--- src/rtl/exe_dispatcher_if.sv ---
// exe_dispatcher_if -- bundle between the dispatcher, the IF/ID stage and the
// ALU/LSU execution pipes.
//
// Handshake semantics (apply to every valid/ready pair in this bundle):
//   A transfer ("fire") happens on a rising clock edge where valid and ready
//   are both high. While valid is high and ready is low, the producer keeps
//   valid and its payload stable. Ready may depend combinationally on
//   anything, but valid never depends on ready of the same cycle.
//   The IF/ID side uses the inverse form: id_exe_pipe != 0 offers an
//   instruction, and stall=1 means it was not taken and must be held.
//
// Signal groups:
//   decode   : flush, id_exe_pipe, id_a1, id_a2, id_rd, id_register_write, stall
//   issue    : alu_issue_valid/alu_ready, lsu_issue_valid/lsu_ready, issue_a1/a2/rd
//   writeback: wb_alu_valid/wb_alu_rd, wb_lsu_valid/wb_lsu_rd
//   status   : busy_regs, stall_cycles, dbg_alu_inflight, dbg_lsu_inflight
interface exe_dispatcher_if #(
    parameter int NUM_EXE_PIPES = 2,
    parameter int REG_WIDTH     = 5,
    parameter int DBG_CNT_W     = 8
);
    logic                     flush;
    logic [NUM_EXE_PIPES-1:0] id_exe_pipe;
    logic [REG_WIDTH-1:0]     id_a1;
    logic [REG_WIDTH-1:0]     id_a2;
    logic [REG_WIDTH-1:0]     id_rd;
    logic                     id_register_write;
    logic                     stall;

    logic                     alu_issue_valid;
    logic                     alu_ready;
    logic                     lsu_issue_valid;
    logic                     lsu_ready;
    logic [REG_WIDTH-1:0]     issue_a1;
    logic [REG_WIDTH-1:0]     issue_a2;
    logic [REG_WIDTH-1:0]     issue_rd;

    logic                     wb_alu_valid;
    logic [REG_WIDTH-1:0]     wb_alu_rd;
    logic                     wb_lsu_valid;
    logic [REG_WIDTH-1:0]     wb_lsu_rd;

    logic [31:0]              busy_regs;
    logic [31:0]              stall_cycles;
    logic [DBG_CNT_W-1:0]     dbg_alu_inflight;
    logic [DBG_CNT_W-1:0]     dbg_lsu_inflight;

    // Environment side: decode stage, execution pipes, writeback.
    modport master (
        output flush, id_exe_pipe, id_a1, id_a2, id_rd, id_register_write,
        output alu_ready, lsu_ready,
        output wb_alu_valid, wb_alu_rd, wb_lsu_valid, wb_lsu_rd,
        input  stall, alu_issue_valid, lsu_issue_valid,
        input  issue_a1, issue_a2, issue_rd,
        input  busy_regs, stall_cycles, dbg_alu_inflight, dbg_lsu_inflight
    );

    // Dispatcher side.
    modport slave (
        input  flush, id_exe_pipe, id_a1, id_a2, id_rd, id_register_write,
        input  alu_ready, lsu_ready,
        input  wb_alu_valid, wb_alu_rd, wb_lsu_valid, wb_lsu_rd,
        output stall, alu_issue_valid, lsu_issue_valid,
        output issue_a1, issue_a2, issue_rd,
        output busy_regs, stall_cycles, dbg_alu_inflight, dbg_lsu_inflight
    );
endinterface

--- src/rtl/exe_dispatcher.sv ---
// exe_dispatcher -- holds one decoded instruction in an issue register and
// offers it to the ALU or LSU pipe. A 32-entry scoreboard blocks RAW/WAW
// hazards, and per-pipe in-flight counters cap outstanding work. IF/ID is held
// through the combinational stall output until the instruction is accepted.
//
// Ports:
//   clk  - core clock
//   rst  - synchronous, active-high reset
//   bus  - exe_dispatcher_if.slave (decode, issue, writeback and status signals)
module exe_dispatcher #(
    parameter int NUM_EXE_PIPES    = 2,
    parameter int EXE_PIPE_ALU_BIT = 0,
    parameter int EXE_PIPE_LSU_BIT = 1,
    parameter int ALU_CREDITS      = 2,
    parameter int LSU_CREDITS      = 4,
    parameter int REG_WIDTH        = 5,
    parameter int DBG_CNT_W        = 8
) (
    input logic              clk,
    input logic              rst,
    exe_dispatcher_if.slave  bus
);
    localparam int ACW = $clog2(ALU_CREDITS + 1);
    localparam int LCW = $clog2(LSU_CREDITS + 1);
    localparam logic [ACW-1:0] ALU_MAX = ACW'(ALU_CREDITS);
    localparam logic [LCW-1:0] LSU_MAX = LCW'(LSU_CREDITS);

    // Issue register
    logic                 alu_v_q, alu_v_d;
    logic                 lsu_v_q, lsu_v_d;
    logic [REG_WIDTH-1:0] a1_q, a1_d;
    logic [REG_WIDTH-1:0] a2_q, a2_d;
    logic [REG_WIDTH-1:0] rd_q, rd_d;
    // Scoreboard, in-flight counters, stall statistics
    logic [31:0]          busy_q, busy_d;
    logic [ACW-1:0]       alu_cnt_q, alu_cnt_d;
    logic [LCW-1:0]       lsu_cnt_q, lsu_cnt_d;
    logic [31:0]          stall_cnt_q, stall_cnt_d;

    logic id_valid, to_alu, to_lsu, hazard, credit_ok;
    logic held_valid, fire, slot_free, accept, stall, kill;
    int   alu_n, lsu_n;

    always_comb begin
        id_valid   = |bus.id_exe_pipe;
        to_alu     = bus.id_exe_pipe[EXE_PIPE_ALU_BIT];
        to_lsu     = bus.id_exe_pipe[EXE_PIPE_LSU_BIT];
        // Only registered scoreboard state is consulted: a writeback in this
        // cycle unblocks the waiting instruction one cycle later.
        hazard     = (bus.id_a1 != '0 && busy_q[bus.id_a1]) ||
                     (bus.id_a2 != '0 && busy_q[bus.id_a2]) ||
                     (bus.id_register_write && bus.id_rd != '0 && busy_q[bus.id_rd]);
        credit_ok  = (to_alu && alu_cnt_q < ALU_MAX) || (to_lsu && lsu_cnt_q < LSU_MAX);
        held_valid = alu_v_q || lsu_v_q;
        fire       = (alu_v_q && bus.alu_ready) || (lsu_v_q && bus.lsu_ready);
        slot_free  = !held_valid || fire;
        accept     = id_valid && !bus.flush && !hazard && credit_ok && slot_free;
        stall      = id_valid && !accept;
        // A held instruction that fires during flush counts as issued; only
        // one that is still waiting gets squashed.
        kill       = bus.flush && held_valid && !fire;
    end

    always_comb begin
        alu_v_d     = alu_v_q;
        lsu_v_d     = lsu_v_q;
        a1_d        = a1_q;
        a2_d        = a2_q;
        rd_d        = rd_q;
        busy_d      = busy_q;
        stall_cnt_d = stall ? stall_cnt_q + 32'd1 : stall_cnt_q;

        if (accept) begin
            alu_v_d = to_alu;
            lsu_v_d = to_lsu;
            a1_d    = bus.id_a1;
            a2_d    = bus.id_a2;
            rd_d    = bus.id_register_write ? bus.id_rd : '0;
        end else if (fire || kill) begin
            alu_v_d = 1'b0;
            lsu_v_d = 1'b0;
        end

        // Clears first, then the set: a set and clear of the same register
        // cannot coincide because WAW blocks the issue.
        if (bus.wb_alu_valid && bus.wb_alu_rd != '0) busy_d[bus.wb_alu_rd] = 1'b0;
        if (bus.wb_lsu_valid && bus.wb_lsu_rd != '0) busy_d[bus.wb_lsu_rd] = 1'b0;
        if (kill && rd_q != '0)                      busy_d[rd_q]          = 1'b0;
        if (accept && bus.id_register_write && bus.id_rd != '0) busy_d[bus.id_rd] = 1'b1;
        busy_d[0] = 1'b0;

        // Up to one increment and two decrements (writeback + squash) per
        // pipe; the result floors at zero so a stray writeback cannot wrap.
        alu_n = int'(alu_cnt_q) + int'(accept && to_alu)
                - int'(bus.wb_alu_valid) - int'(kill && alu_v_q);
        lsu_n = int'(lsu_cnt_q) + int'(accept && to_lsu)
                - int'(bus.wb_lsu_valid) - int'(kill && lsu_v_q);
        if (alu_n < 0) alu_n = 0;
        if (lsu_n < 0) lsu_n = 0;
        alu_cnt_d = ACW'(alu_n);
        lsu_cnt_d = LCW'(lsu_n);
    end

    always_ff @(posedge clk) begin
        if (rst) begin
            alu_v_q     <= 1'b0;
            lsu_v_q     <= 1'b0;
            a1_q        <= '0;
            a2_q        <= '0;
            rd_q        <= '0;
            busy_q      <= '0;
            alu_cnt_q   <= '0;
            lsu_cnt_q   <= '0;
            stall_cnt_q <= '0;
        end else begin
            alu_v_q     <= alu_v_d;
            lsu_v_q     <= lsu_v_d;
            a1_q        <= a1_d;
            a2_q        <= a2_d;
            rd_q        <= rd_d;
            busy_q      <= busy_d;
            alu_cnt_q   <= alu_cnt_d;
            lsu_cnt_q   <= lsu_cnt_d;
            stall_cnt_q <= stall_cnt_d;
        end
    end

    assign bus.stall            = stall;
    assign bus.alu_issue_valid  = alu_v_q;
    assign bus.lsu_issue_valid  = lsu_v_q;
    assign bus.issue_a1         = a1_q;
    assign bus.issue_a2         = a2_q;
    assign bus.issue_rd         = rd_q;
    assign bus.busy_regs        = busy_q;
    assign bus.stall_cycles     = stall_cnt_q;
    assign bus.dbg_alu_inflight = DBG_CNT_W'(alu_cnt_q);
    assign bus.dbg_lsu_inflight = DBG_CNT_W'(lsu_cnt_q);

    a_pipe_onehot: assert property (@(posedge clk) disable iff (rst)
        $onehot0(bus.id_exe_pipe));
    a_no_set_clear_same_rd: assert property (@(posedge clk) disable iff (rst)
        !(accept && bus.id_register_write && bus.id_rd != '0 &&
          ((bus.wb_alu_valid && bus.wb_alu_rd == bus.id_rd) ||
           (bus.wb_lsu_valid && bus.wb_lsu_rd == bus.id_rd))));
    a_alu_wb_nonzero: assert property (@(posedge clk) disable iff (rst)
        !(bus.wb_alu_valid && alu_cnt_q == '0));
    a_lsu_wb_nonzero: assert property (@(posedge clk) disable iff (rst)
        !(bus.wb_lsu_valid && lsu_cnt_q == '0));
endmodule

--- src/flat_wrapper.sv ---
// flat-port wrapper written by rule: the top's interface ports become plain ports
module exe_dispatcher_flat 
#(
    parameter int NUM_EXE_PIPES    = 2,
    parameter int EXE_PIPE_ALU_BIT = 0,
    parameter int EXE_PIPE_LSU_BIT = 1,
    parameter int ALU_CREDITS      = 2,
    parameter int LSU_CREDITS      = 4,
    parameter int REG_WIDTH        = 5,
    parameter int DBG_CNT_W        = 8
)
  (clk, rst, bus_flush, bus_id_exe_pipe, bus_id_a1, bus_id_a2, bus_id_rd, bus_id_register_write, bus_alu_ready, bus_lsu_ready, bus_wb_alu_valid, bus_wb_alu_rd, bus_wb_lsu_valid, bus_wb_lsu_rd, bus_stall, bus_alu_issue_valid, bus_lsu_issue_valid, bus_issue_a1, bus_issue_a2, bus_issue_rd, bus_busy_regs, bus_stall_cycles, bus_dbg_alu_inflight, bus_dbg_lsu_inflight);
  exe_dispatcher_if #(.NUM_EXE_PIPES(NUM_EXE_PIPES), .REG_WIDTH(REG_WIDTH), .DBG_CNT_W(DBG_CNT_W)) bus_i ();
  input logic clk;
  input logic rst;
  input wire logic [$bits(bus_i.flush)-1:0] bus_flush;
  input wire logic [$bits(bus_i.id_exe_pipe)-1:0] bus_id_exe_pipe;
  input wire logic [$bits(bus_i.id_a1)-1:0] bus_id_a1;
  input wire logic [$bits(bus_i.id_a2)-1:0] bus_id_a2;
  input wire logic [$bits(bus_i.id_rd)-1:0] bus_id_rd;
  input wire logic [$bits(bus_i.id_register_write)-1:0] bus_id_register_write;
  input wire logic [$bits(bus_i.alu_ready)-1:0] bus_alu_ready;
  input wire logic [$bits(bus_i.lsu_ready)-1:0] bus_lsu_ready;
  input wire logic [$bits(bus_i.wb_alu_valid)-1:0] bus_wb_alu_valid;
  input wire logic [$bits(bus_i.wb_alu_rd)-1:0] bus_wb_alu_rd;
  input wire logic [$bits(bus_i.wb_lsu_valid)-1:0] bus_wb_lsu_valid;
  input wire logic [$bits(bus_i.wb_lsu_rd)-1:0] bus_wb_lsu_rd;
  output wire logic [$bits(bus_i.stall)-1:0] bus_stall;
  output wire logic [$bits(bus_i.alu_issue_valid)-1:0] bus_alu_issue_valid;
  output wire logic [$bits(bus_i.lsu_issue_valid)-1:0] bus_lsu_issue_valid;
  output wire logic [$bits(bus_i.issue_a1)-1:0] bus_issue_a1;
  output wire logic [$bits(bus_i.issue_a2)-1:0] bus_issue_a2;
  output wire logic [$bits(bus_i.issue_rd)-1:0] bus_issue_rd;
  output wire logic [$bits(bus_i.busy_regs)-1:0] bus_busy_regs;
  output wire logic [$bits(bus_i.stall_cycles)-1:0] bus_stall_cycles;
  output wire logic [$bits(bus_i.dbg_alu_inflight)-1:0] bus_dbg_alu_inflight;
  output wire logic [$bits(bus_i.dbg_lsu_inflight)-1:0] bus_dbg_lsu_inflight;
  assign bus_i.flush = bus_flush;
  assign bus_i.id_exe_pipe = bus_id_exe_pipe;
  assign bus_i.id_a1 = bus_id_a1;
  assign bus_i.id_a2 = bus_id_a2;
  assign bus_i.id_rd = bus_id_rd;
  assign bus_i.id_register_write = bus_id_register_write;
  assign bus_i.alu_ready = bus_alu_ready;
  assign bus_i.lsu_ready = bus_lsu_ready;
  assign bus_i.wb_alu_valid = bus_wb_alu_valid;
  assign bus_i.wb_alu_rd = bus_wb_alu_rd;
  assign bus_i.wb_lsu_valid = bus_wb_lsu_valid;
  assign bus_i.wb_lsu_rd = bus_wb_lsu_rd;
  assign bus_stall = bus_i.stall;
  assign bus_alu_issue_valid = bus_i.alu_issue_valid;
  assign bus_lsu_issue_valid = bus_i.lsu_issue_valid;
  assign bus_issue_a1 = bus_i.issue_a1;
  assign bus_issue_a2 = bus_i.issue_a2;
  assign bus_issue_rd = bus_i.issue_rd;
  assign bus_busy_regs = bus_i.busy_regs;
  assign bus_stall_cycles = bus_i.stall_cycles;
  assign bus_dbg_alu_inflight = bus_i.dbg_alu_inflight;
  assign bus_dbg_lsu_inflight = bus_i.dbg_lsu_inflight;
  exe_dispatcher #(.NUM_EXE_PIPES(NUM_EXE_PIPES), .EXE_PIPE_ALU_BIT(EXE_PIPE_ALU_BIT), .EXE_PIPE_LSU_BIT(EXE_PIPE_LSU_BIT), .ALU_CREDITS(ALU_CREDITS), .LSU_CREDITS(LSU_CREDITS), .REG_WIDTH(REG_WIDTH), .DBG_CNT_W(DBG_CNT_W)) u_core (.clk(clk), .rst(rst), .bus(bus_i));
endmodule
--- config.mk ---
export PLATFORM = sky130hd
export DESIGN_NAME = exe_dispatcher_flat
export DESIGN_NICKNAME = d
export VERILOG_FILES = /design/src/rtl/exe_dispatcher_if.sv /design/src/rtl/exe_dispatcher.sv /design/src/flat_wrapper.sv
export SDC_FILE = /design/constraint.sdc
export NUM_CORES = 1
export LEC_CHECK = 0
export CAP_MARGIN = 0
export CORE_ASPECT_RATIO = 0.7
export CORE_MARGIN = 2
export CORE_UTILIZATION = 56
export CTS_BUF_LIST = sky130_fd_sc_hd__clkbuf_2 sky130_fd_sc_hd__clkbuf_4 sky130_fd_sc_hd__clkbuf_8
export CTS_CLUSTER_DIAMETER = 80
export DETAILED_ROUTE_END_ITERATION = 12
export PLACE_DENSITY = 0.95
export SYNTH_ARGS = -nofsm -noshare
export SYNTH_HDL_FRONTEND = slang
export SYNTH_SLANG_ARGS = --single-unit
--- constraint.sdc ---
create_clock -name clk -period 7.5 [get_ports clk]
set_input_delay 1.5 -clock clk [delete_from_list [all_inputs] [get_ports clk]]
set_output_delay 1.5 -clock clk [all_outputs]
set_load 0.01 [all_outputs]
# Word level (Yosys, flattened, before mapping)
# Cells that the tools add are included.
dict set report word_totals {
  elab_cells 110
  in_bits 35
  regBits 86
}
dict set report op_classes {
  n_lt_le_gt_ge 14
  addsub 7
  n_reduce_logical 50
  bitwise_logic 7
  mux 22
}
# cell n
set ops {}
lappend ops {{$mux W32} 4}
lappend ops {{$sub A32 B2 Y32} 4}
lappend ops {{$and A32 B32 Y32} 3}
lappend ops {{$not A32 Y32} 3}
lappend ops {{$lt A32 B1 Y1 const B} 2}
lappend ops {{$lt A5 B6 Y1 const B} 6}
lappend ops {{$add A32 B1 Y32 const B} 1}
lappend ops {{$or A32 B32 Y32} 1}
lappend ops {{$reduce_bool A5 Y1} 6}
lappend ops {{$logic_and A1 B1 Y1} 28}
lappend ops {{$demux W1 S5} 4}
lappend ops {{$ge A5 B1 Y1 const B} 4}
lappend ops {{$bmux W1 S5} 3}
lappend ops {{$mux W1} 10}
lappend ops {{$logic_or A1 B1 Y1} 7}
lappend ops {{$reduce_or A2 Y1} 3}
lappend ops {{$logic_not A1 Y1} 5}
lappend ops {{$mux W5} 1}
lappend ops {{$add A3 B1 Y4} 1}
lappend ops {{$add A2 B1 Y3} 1}
lappend ops {{$lt A3 B3 Y1 const B} 1}
lappend ops {{$lt A2 B2 Y1 const B} 1}
lappend ops {{$reduce_bool A2 Y1} 1}

# Depth between registers and ports, before layout
# Gate-level depths: netlist of run 1.
dict set report logic_depth {
  ltp_word 15
  mapped_depth 20
}

# Least setup slack after synthesis of run 1
# No wires, ideal clock.
dict set report synth_timing {
  path_type {in2out}
  startpoint {in bus_id_rd[0]}
  endpoint {out bus_stall}
  setup_slack_ns 2.483
  n_path_buf 4
  t_required_ns 6.000
  stages 11
  arrival_time_ns 3.517
  cell_sequence {buf_2 -> mux4_2 -> nand2b_1 -> nand4_1 -> o21bai_2 -> and2_1 -> buf_2 -> nor2_2 -> buf_2 -> buf_2 -> nor2_1}
}
dict set report synth_via {
  elab_chain_len 10
  word_cells_on_any_way 12
}
# item line_no
set synth_rtl {}
lappend synth_rtl {{start: declaration} flat_wrapper.sv:20} ;# input wire logic [$bits(bus_i.id_rd)-1:0] bus_id_rd;
lappend synth_rtl {{$bmux W1 S5 / $reduce_bool A5 Y1 (equally long branches)} exe_dispatcher.sv:52} ;# (bus.id_register_write && bus.id_rd != '0 && busy_q[bus.id_rd]);
lappend synth_rtl {{$mux W1 (implied by the code) / $logic_and A1 B1 Y1 (equally long branches)} exe_dispatcher.sv:52}
lappend synth_rtl {{$logic_and A1 B1 Y1 (*)} exe_dispatcher.sv:52}
lappend synth_rtl {{$logic_or A1 B1 Y1 (*)} exe_dispatcher.sv:51} ;# (bus.id_a2 != '0 && busy_q[bus.id_a2]) ||
lappend synth_rtl {{$logic_not A1 Y1 (*)} exe_dispatcher.sv:57} ;# accept = id_valid && !bus.flush && !hazard && credit_ok && slot_free;
lappend synth_rtl {{$logic_and A1 B1 Y1 (*) (3 in a row)} exe_dispatcher.sv:57}
lappend synth_rtl {{$logic_not A1 Y1 (*)} exe_dispatcher.sv:58} ;# stall = id_valid && !accept;
lappend synth_rtl {{$logic_and A1 B1 Y1 (*)} exe_dispatcher.sv:58}
lappend synth_rtl {{end: declaration} flat_wrapper.sv:28} ;# output wire logic [$bits(bus_i.stall)-1:0] bus_stall;
# Mark *: on every way between the ends. The rest lies on a longest branch, timed or not. The select of a mux whose other input is x is not followed.

# Final worst setup path of run 1
dict set report layout_timing {
  startpoint {in bus_id_a2[0]}
  endpoint {out bus_stall}
}
dict set report layout_via {
  elab_chain_len 11
  word_cells_on_any_way 12
}
# item line_no
set layout_rtl {}
lappend layout_rtl {{start: declaration} flat_wrapper.sv:19} ;# input wire logic [$bits(bus_i.id_a2)-1:0] bus_id_a2;
lappend layout_rtl {{$bmux W1 S5} exe_dispatcher.sv:51}
lappend layout_rtl {{$mux W1 (implied by the code)} exe_dispatcher.sv:51}
lappend layout_rtl {{$logic_and A1 B1 Y1 (*)} exe_dispatcher.sv:51}
lappend layout_rtl {{$logic_or A1 B1 Y1 (*)} exe_dispatcher.sv:50} ;# hazard = (bus.id_a1 != '0 && busy_q[bus.id_a1]) ||
lappend layout_rtl {{$logic_or A1 B1 Y1 (*)} exe_dispatcher.sv:51}
lappend layout_rtl {{$logic_not A1 Y1 (*)} exe_dispatcher.sv:57}
lappend layout_rtl {{$logic_and A1 B1 Y1 (*) (3 in a row)} exe_dispatcher.sv:57}
lappend layout_rtl {{$logic_not A1 Y1 (*)} exe_dispatcher.sv:58}
lappend layout_rtl {{$logic_and A1 B1 Y1 (*)} exe_dispatcher.sv:58}
# Marks and branches as above.

==> results of run 1 <==
==> routing by layer <==
| metal | vias to the layer above | wire (microns) |
|---|---|---|
| li1 | 2526 | - |
| met1 | 2737 | 7220 |
| met5 | - | 0 |
| met2 | 434 | 7820 |
| met3 | 69 | 2440 |
| met4 | 0 | 567 |
==> registers in the layout (all words and copies together), names as in the netlist <==
| name | count |
|---|---|
| u_core.bus.stall_cycles | 32 |
| u_core.bus.busy_regs | 31 |
| u_core.bus.issue_a1 | 5 |
| u_core.bus.issue_a2 | 5 |
| u_core.bus.issue_rd | 5 |
| u_core.lsu_cnt_q | 3 |
| u_core.alu_cnt_q | 2 |
| u_core.bus.alu_issue_valid | 1 |
| u_core.bus.lsu_issue_valid | 1 |
==> critical path, cell delays in order <==
cell and delay (ns):
clkdlybuf4s50_1 0.79, mux4_2 0.56, mux4_2 0.49, a21oi_2 0.49, nand2_2 0.28, nor2_4 0.15
nor2_1 0.07, clkdlybuf4s50_1 0.52
==> synth_stat cells, drive strengths merged (3+ instances only) <==
library cell,number,area (sq um)
dfxtp,85,1700
o21ai,71,385
nor2,45,171
nand2,39,149
nor3b,34,255
buf,31,203
mux2i,25,250
o22ai,25,156
a21oi,24,124
nand3,21,105
clkbuf,19,71.3
mux4,18,405
xnor2,15,131
inv,14,52.6
nand3b,13,97.6
nand2b,12,75.1
nor2b,12,75.1
nand4,11,68.8
o31ai,10,75.1
or4,10,75.1
and2,8,50.1
o32ai,8,70.1
mux2,7,78.8
a2111oi,6,53.8
ha,6,75.1
or3b,6,52.6
a211oi,5,37.5
and3,5,31.3
and4,5,43.8
nor3,5,25.0
or2,4,25.0
nor4,3,25.0
o2111a,3,33.8
or3,3,18.8
==> per-stage QoR <==
stage / cells / cell area [sq um] / setup WS [ns] / power [mW]
finish: 855 / 6850 / 1.15 / 1.09
global route: 855 / 6850 / 0.949 / 1.12
CTS: 855 / 6850 / 1.18 / 1.08
detailed placement: 839 / 6600 / 1.21 / 0.680
global placement: 839 / 6600 / 1.32 / 0.671
floorplan: 639 / 5500 / 2.48 / 0.606
==> how the worst min path moves through the flow <==
| stage | start | end | cells past startpoint |
|---|---|---|---|
| 6_report | u_core.bus.issue_a2[1] | u_core.bus.issue_a2[1] | 2 |
| 5_1_grt | u_core.bus.issue_a1[2] | u_core.bus.issue_a1[2] | 2 |
| 3_3_place_gp | u_core.bus.issue_a2[4] | u_core.bus.issue_a2[4] | 2 |
| 3_5_place_dp | u_core.bus.issue_a2[1] | u_core.bus.issue_a2[1] | 2 |
| 2_1_floorplan | u_core.bus.stall_cycles[29] | u_core.bus.stall_cycles[29] | 2 |
| 4_1_cts | u_core.bus.issue_a2[1] | u_core.bus.issue_a2[1] | 2 |
==> final cells by class <==
cell class | count | area, sq um
Clock buffer | 12 | 153
Clock inverter | 4 | 95.1
Fill cell | 730 | 2720
Inverter | 14 | 52.6
Multi-Input combinational cell | 490 | 3480
Sequential cell | 85 | 1700
Tap cell | 128 | 160
Timing Repair Buffer | 122 | 1210
==> cells in the final DEF, fill, tap and decap left out, drive strengths merged, types with 13 or more instances in the layout <==
cell           synthesis  routed
mux2i                 25      25
mux4                  18      18
nor2                  45      45
nand3b                13      13
dfxtp                 85      85
nand2                 39      39
clkdlybuf4s50          0     119
nor3b                 34      34
xnor2                 15      15
o22ai                 25      25
a21oi                 24      24
inv                   14      14
o21ai                 71      71
nand3                 21      21
==> logic make-up after synthesis <==
| kind of cell | synth area share |
|---|---|
| xor+xnor | 0.0241 |
| flops | 0.312 |
| fa+ha+maj | 0.0211 |
| simple gates | 0.257 |
| buf+inv | 0.0598 |
| mux | 0.135 |
| compound gates | 0.191 |
| other cells | 0.000687 |
==> power breakdown <==
part | internal (mW) | leakage (nW) | switching [mW]
Sequential | 0.465 | 0.687 | 0.0146
Clock | 0.238 | 0.127 | 0.175
Combinational | 0.0860 | 1.44 | 0.108
==> flow_summary.ini, run 1 <==
[clock_network]
clockRootBuffer = clkbuf_8
clk_pin_slew_ns = 0.08
cts_tree = yes
cts_max_path_buffers = 2
post_cts_buffers = 0
cts_sinks = 85
clk_latency_ns = 0.38
ctsHoldBuffers = 0
cts_inserted_buffers = 9
post_cts_resized = 0
htree_levels = 3

[placed_design]
hpwl_microns = 13100
gp_congestion = 1.00
port_buffers = 120

[setup_path]
reg2reg_depth = 15
crit_start = bus_id_a2[0]
cp-endpoint = bus_stall
crit_arrival_ns = 4.85
cp_max_fo = 11
cp-end-kind = output pin
required_ns = 6.00
crit_type = in -> out
worstReg2RegStart = u_core.bus.busy_regs[26]
startpoint_type = input port
r2r_setup_slack_ns = 3.14
reg2reg_to = u_core.lsu_cnt_q[2]

[min_path]
hp-class = reg -> reg

[sta]
slew_headroom = 0.376
rsz0062_at_grt = no
drv_slew = 0
setup_viol = 0
setup_tns_ns = 0
period_needed_ns = 6.35
fin_skew_ns = 0.0114
whs_ns = 0.502
hold_violations = 0
min_period_over_period = 0.847
fmax_ghz = 0.157
worstMarginPinSlew_ns = 0.936

[drt]
routed_via_density = 6.74
detail_route.wl_per_cell_microns = 21.1
first_pass_iters = 6
drt-initial-drc-count = 873
vias = 5766
routed_wl_microns = 18000
antenna_left = 0
drc_errors = 0

[layout]
post-route-util = 0.716
layout-drive-gt1-share = 0.0784
num_antenna_cells = 0
syn2layout_area_growth_pct = 25.5
nets = 765

[pwr]
peakVddDrop_mv = 0.153
power_density_nw_per_um2 = 159
leakagePower_nw = 2.25

[die]
die_x_microns = 122
coreArea_sq_um = 9570
pin_count = 133
die_y_microns = 86.6
initial_core_util = 0.570
die_area_sq_um = 10600
rows = 30

[run]
maxCapViolations = 0

[grt]
overflow = 0
use_met2 = 0.519
gr-usage-met3 = 0.101
grtUsageTotal = 0.344
grt_use_met1 = 0.467
first_global_vias = 5366
grt_pass1_wl_microns = 28300
antenna_found_initial = 0
grt_max_degree = 92
gr-max-usage-layer = met2

[synth]
ys_seq_area_frac = 0.312
synth_flop_cell = dfxtp_1
syn_area_sq_um = 5460
ys_ff_latch = 85
postSynthCellCount = 628
ys_warn_count = 0
synth_area_per_cell_sq_um = 8.69
synth_edf_count = 0
synthArstFlopShare = 0
yosysUniqueCellTypes = 64

[status]
outcome = finished clean
No activity file was read; power rests on OpenSTA's default activity.
==> run 2, diff against run 1 <==
--- a/config.mk
+++ b/config.mk
@@ -8,11 +8,11 @@
 export CAP_MARGIN = 0
 export CORE_ASPECT_RATIO = 0.7
 export CORE_MARGIN = 2
-export CORE_UTILIZATION = 56
+export CORE_UTILIZATION = 52
 export CTS_BUF_LIST = sky130_fd_sc_hd__clkbuf_2 sky130_fd_sc_hd__clkbuf_4 sky130_fd_sc_hd__clkbuf_8
 export CTS_CLUSTER_DIAMETER = 80
 export DETAILED_ROUTE_END_ITERATION = 12
-export PLACE_DENSITY = 0.95
+export PLACE_DENSITY = 0.91
 export SYNTH_ARGS = -nofsm -noshare
 export SYNTH_HDL_FRONTEND = slang
 export SYNTH_SLANG_ARGS = --single-unit
==> constraint.sdc (replaced) <==
create_clock -name clk -period 6.52 [get_ports clk]
set_input_delay 1.304 -clock clk [delete_from_list [all_inputs] [get_ports clk]]
set_output_delay 1.304 -clock clk [all_outputs]
set_load 0.01 [all_outputs]
==> flow_summary.ini, run 2 (synthesized netlist as in run 1, its figures left out) <==
[die]
die_y_microns = 89.7
pin_count = 133
die_area_sq_um = 11300
initial_core_util = 0.531
coreArea_sq_um = 10300
die_x_microns = 126
rows = 31

[clock_network]
htree_levels = 3
clockRootBuffer = clkbuf_8
clk_latency_ns = 0.38
ctsHoldBuffers = 0
clk_pin_slew_ns = 0.08
post_cts_buffers = 0
cts_max_path_buffers = 2
cts_inserted_buffers = 9
cts_sinks = 85
post_cts_resized = 0
cts_tree = yes

[drt]
detail_route.wl_per_cell_microns = 20.9
routed_wl_microns = 18000
routed_via_density = 6.68
drt-initial-drc-count = 900
antenna_left = 0
vias = 5745
first_pass_iters = 6
drc_errors = 0

[setup_path]
crit_arrival_ns = 4.50
critPathBufInv = 2
startpoint_type = input port
cp_max_fo = 18
critPathTopFamily = buffers and inverters
crit_chain = clkdlybuf4s50_1 > mux4_2 > nand2b_1 > nand4_1 > o21bai_2 > and2_1 > nor2_4 > nor2_1 > clkdlybuf4s50_1
critPathMaxStageDelay_ns = 1.05
crit_type = in -> out
critical_path.slowest_cell = clkdlybuf4s50_1
required_ns = 5.22
cp-end-kind = output pin
crit_top_cell = clkdlybuf4s50_1

[layout]
fin_area_sq_um = 6780
layout-drive-gt1-share = 0.0797
mostFrequentLayoutCells = 119 x clkdlybuf4s50_1, 85 x dfxtp_1, 44 x nor2_1
syn2layout_area_growth_pct = 24.2
num_antenna_cells = 0
nets = 766
final_common_cell = clkdlybuf4s50_1
largest_reg_flops = 32

[sta]
worstMarginPinSlew_ns = 0.980
drv_slew = 0
slew_headroom = 0.347
setup_viol = 0
hold_violations = 0
rsz0062_at_grt = no
fmax_ghz = 0.172
setup_tns_ns = 0
min_period_over_period = 0.891
period_needed_ns = 5.81
fin_skew_ns = 0.0140

[pwr]
peakVddDrop_mv = 0.119
seq_power_share = 0.494
leakagePower_nw = 2.22
p_sw_mw = 0.342
netSwitchingFraction = 0.305
internal-power_mw = 0.779
power_frac_clock = 0.305
power_density_nw_per_um2 = 165
combPwrFrac = 0.201

[min_path]
hp-class = reg -> reg

[grt]
antenna_found_initial = 0
grt_max_degree = 91
grt_pass1_wl_microns = 27700
first_global_vias = 5166
overflow = 0
grtUsageTotal = 0.304

[placed_design]
gp_congestion = 0.940
place_area_sq_um = 6610
port_buffers = 120
hpwl_microns = 13300

[run]
maxCapViolations = 0

[status]
outcome = finished clean
==> run 2: changes by cell type in the layout (fill, tap and decap cells not counted), sizes merged <==
cell,before,now
clkinvlp,0,1
buf,3,4
clkinv,1,4
clkbuf,12,11
bufinv,3,0
==> run 2: per-layer routing <==
| layer | global-route usage | wire, microns |
|---|---|---|
| met1 | 0.425 | 7570 |
| met2 | 0.451 | 7750 |
| met3 | 0.0982 | 2280 |
| met4 | 0.0833 | 391 |
| met5 | 0 | 0 |
==> run 2: worst reg2reg max path: stages, from the launching register on <==
cell and delay (ns):
dfxtp_1 0.36, or2_2 0.32, a221oi_1 0.65, o21ai_0 0.23, nor4_2 0.36, nand2_2 0.23, nor2_4 0.13, buf_4 0.47
nand2_1 0.18, inv_1 0.09, ha_1 0.24, fa_1 0.36, inv_1 0.09, ha_1 0.17, xnor2_1 0.15, xnor2_1 0.08
and2_1 0.15
==> run 2: cell type report <==
class,instances,area (sq um)
fillers,802,3500
multi-input cells,490,3480
flip-flops and latches,85,1700
repair buffers,123,1220
well taps,132,165
clock buffers,11,139
inverters,14,52.6
clock inverters,5,27.5
==> run 2: worst paths after layout <==
| path | slack [ns] | start | cells after the start | end |
|---|---|---|---|---|
| setup / recovery | 0.71 | bus_id_rd[0] | 9 | bus_stall |
| hold / removal | 0.50 | u_core.bus.issue_a1[2] | 2 | u_core.bus.issue_a1[2] |
| setup reg to reg | 2.15 | u_core.bus.alu_issue_valid | 16 | u_core.lsu_cnt_q[2] |
| hold reg to reg | 0.50 | u_core.bus.issue_a1[2] | 2 | u_core.bus.issue_a1[2] |
==> run 2: power groups by stage <==
stage                     logic [mW]  clock network, mW  registers (mW)
after global placement         0.210                  0           0.563
after detailed placement       0.220                  0           0.565
after CTS                      0.221              0.343           0.553
after global routing           0.243              0.365           0.555
after floorplan                0.130                  0           0.567
final                          0.225              0.342           0.553
==> run 2: per-stage QoR <==
step / util / worst slack, ns / std cells / power [mW] / hold WS, ns
5_1_grt: 0.660 / 0.578 / 860 / 1.16 / 0.532
3_3_place_gp: 0.643 / 0.862 / 844 / 0.773 / 0.474
3_5_place_dp: 0.643 / 0.580 / 844 / 0.785 / 0.490
2_1_floorplan: - / 1.89 / 639 / 0.697 / 0.508
6_report: 0.660 / 0.712 / 860 / 1.12 / 0.503
4_1_cts: 0.660 / 0.749 / 860 / 1.12 / 0.512
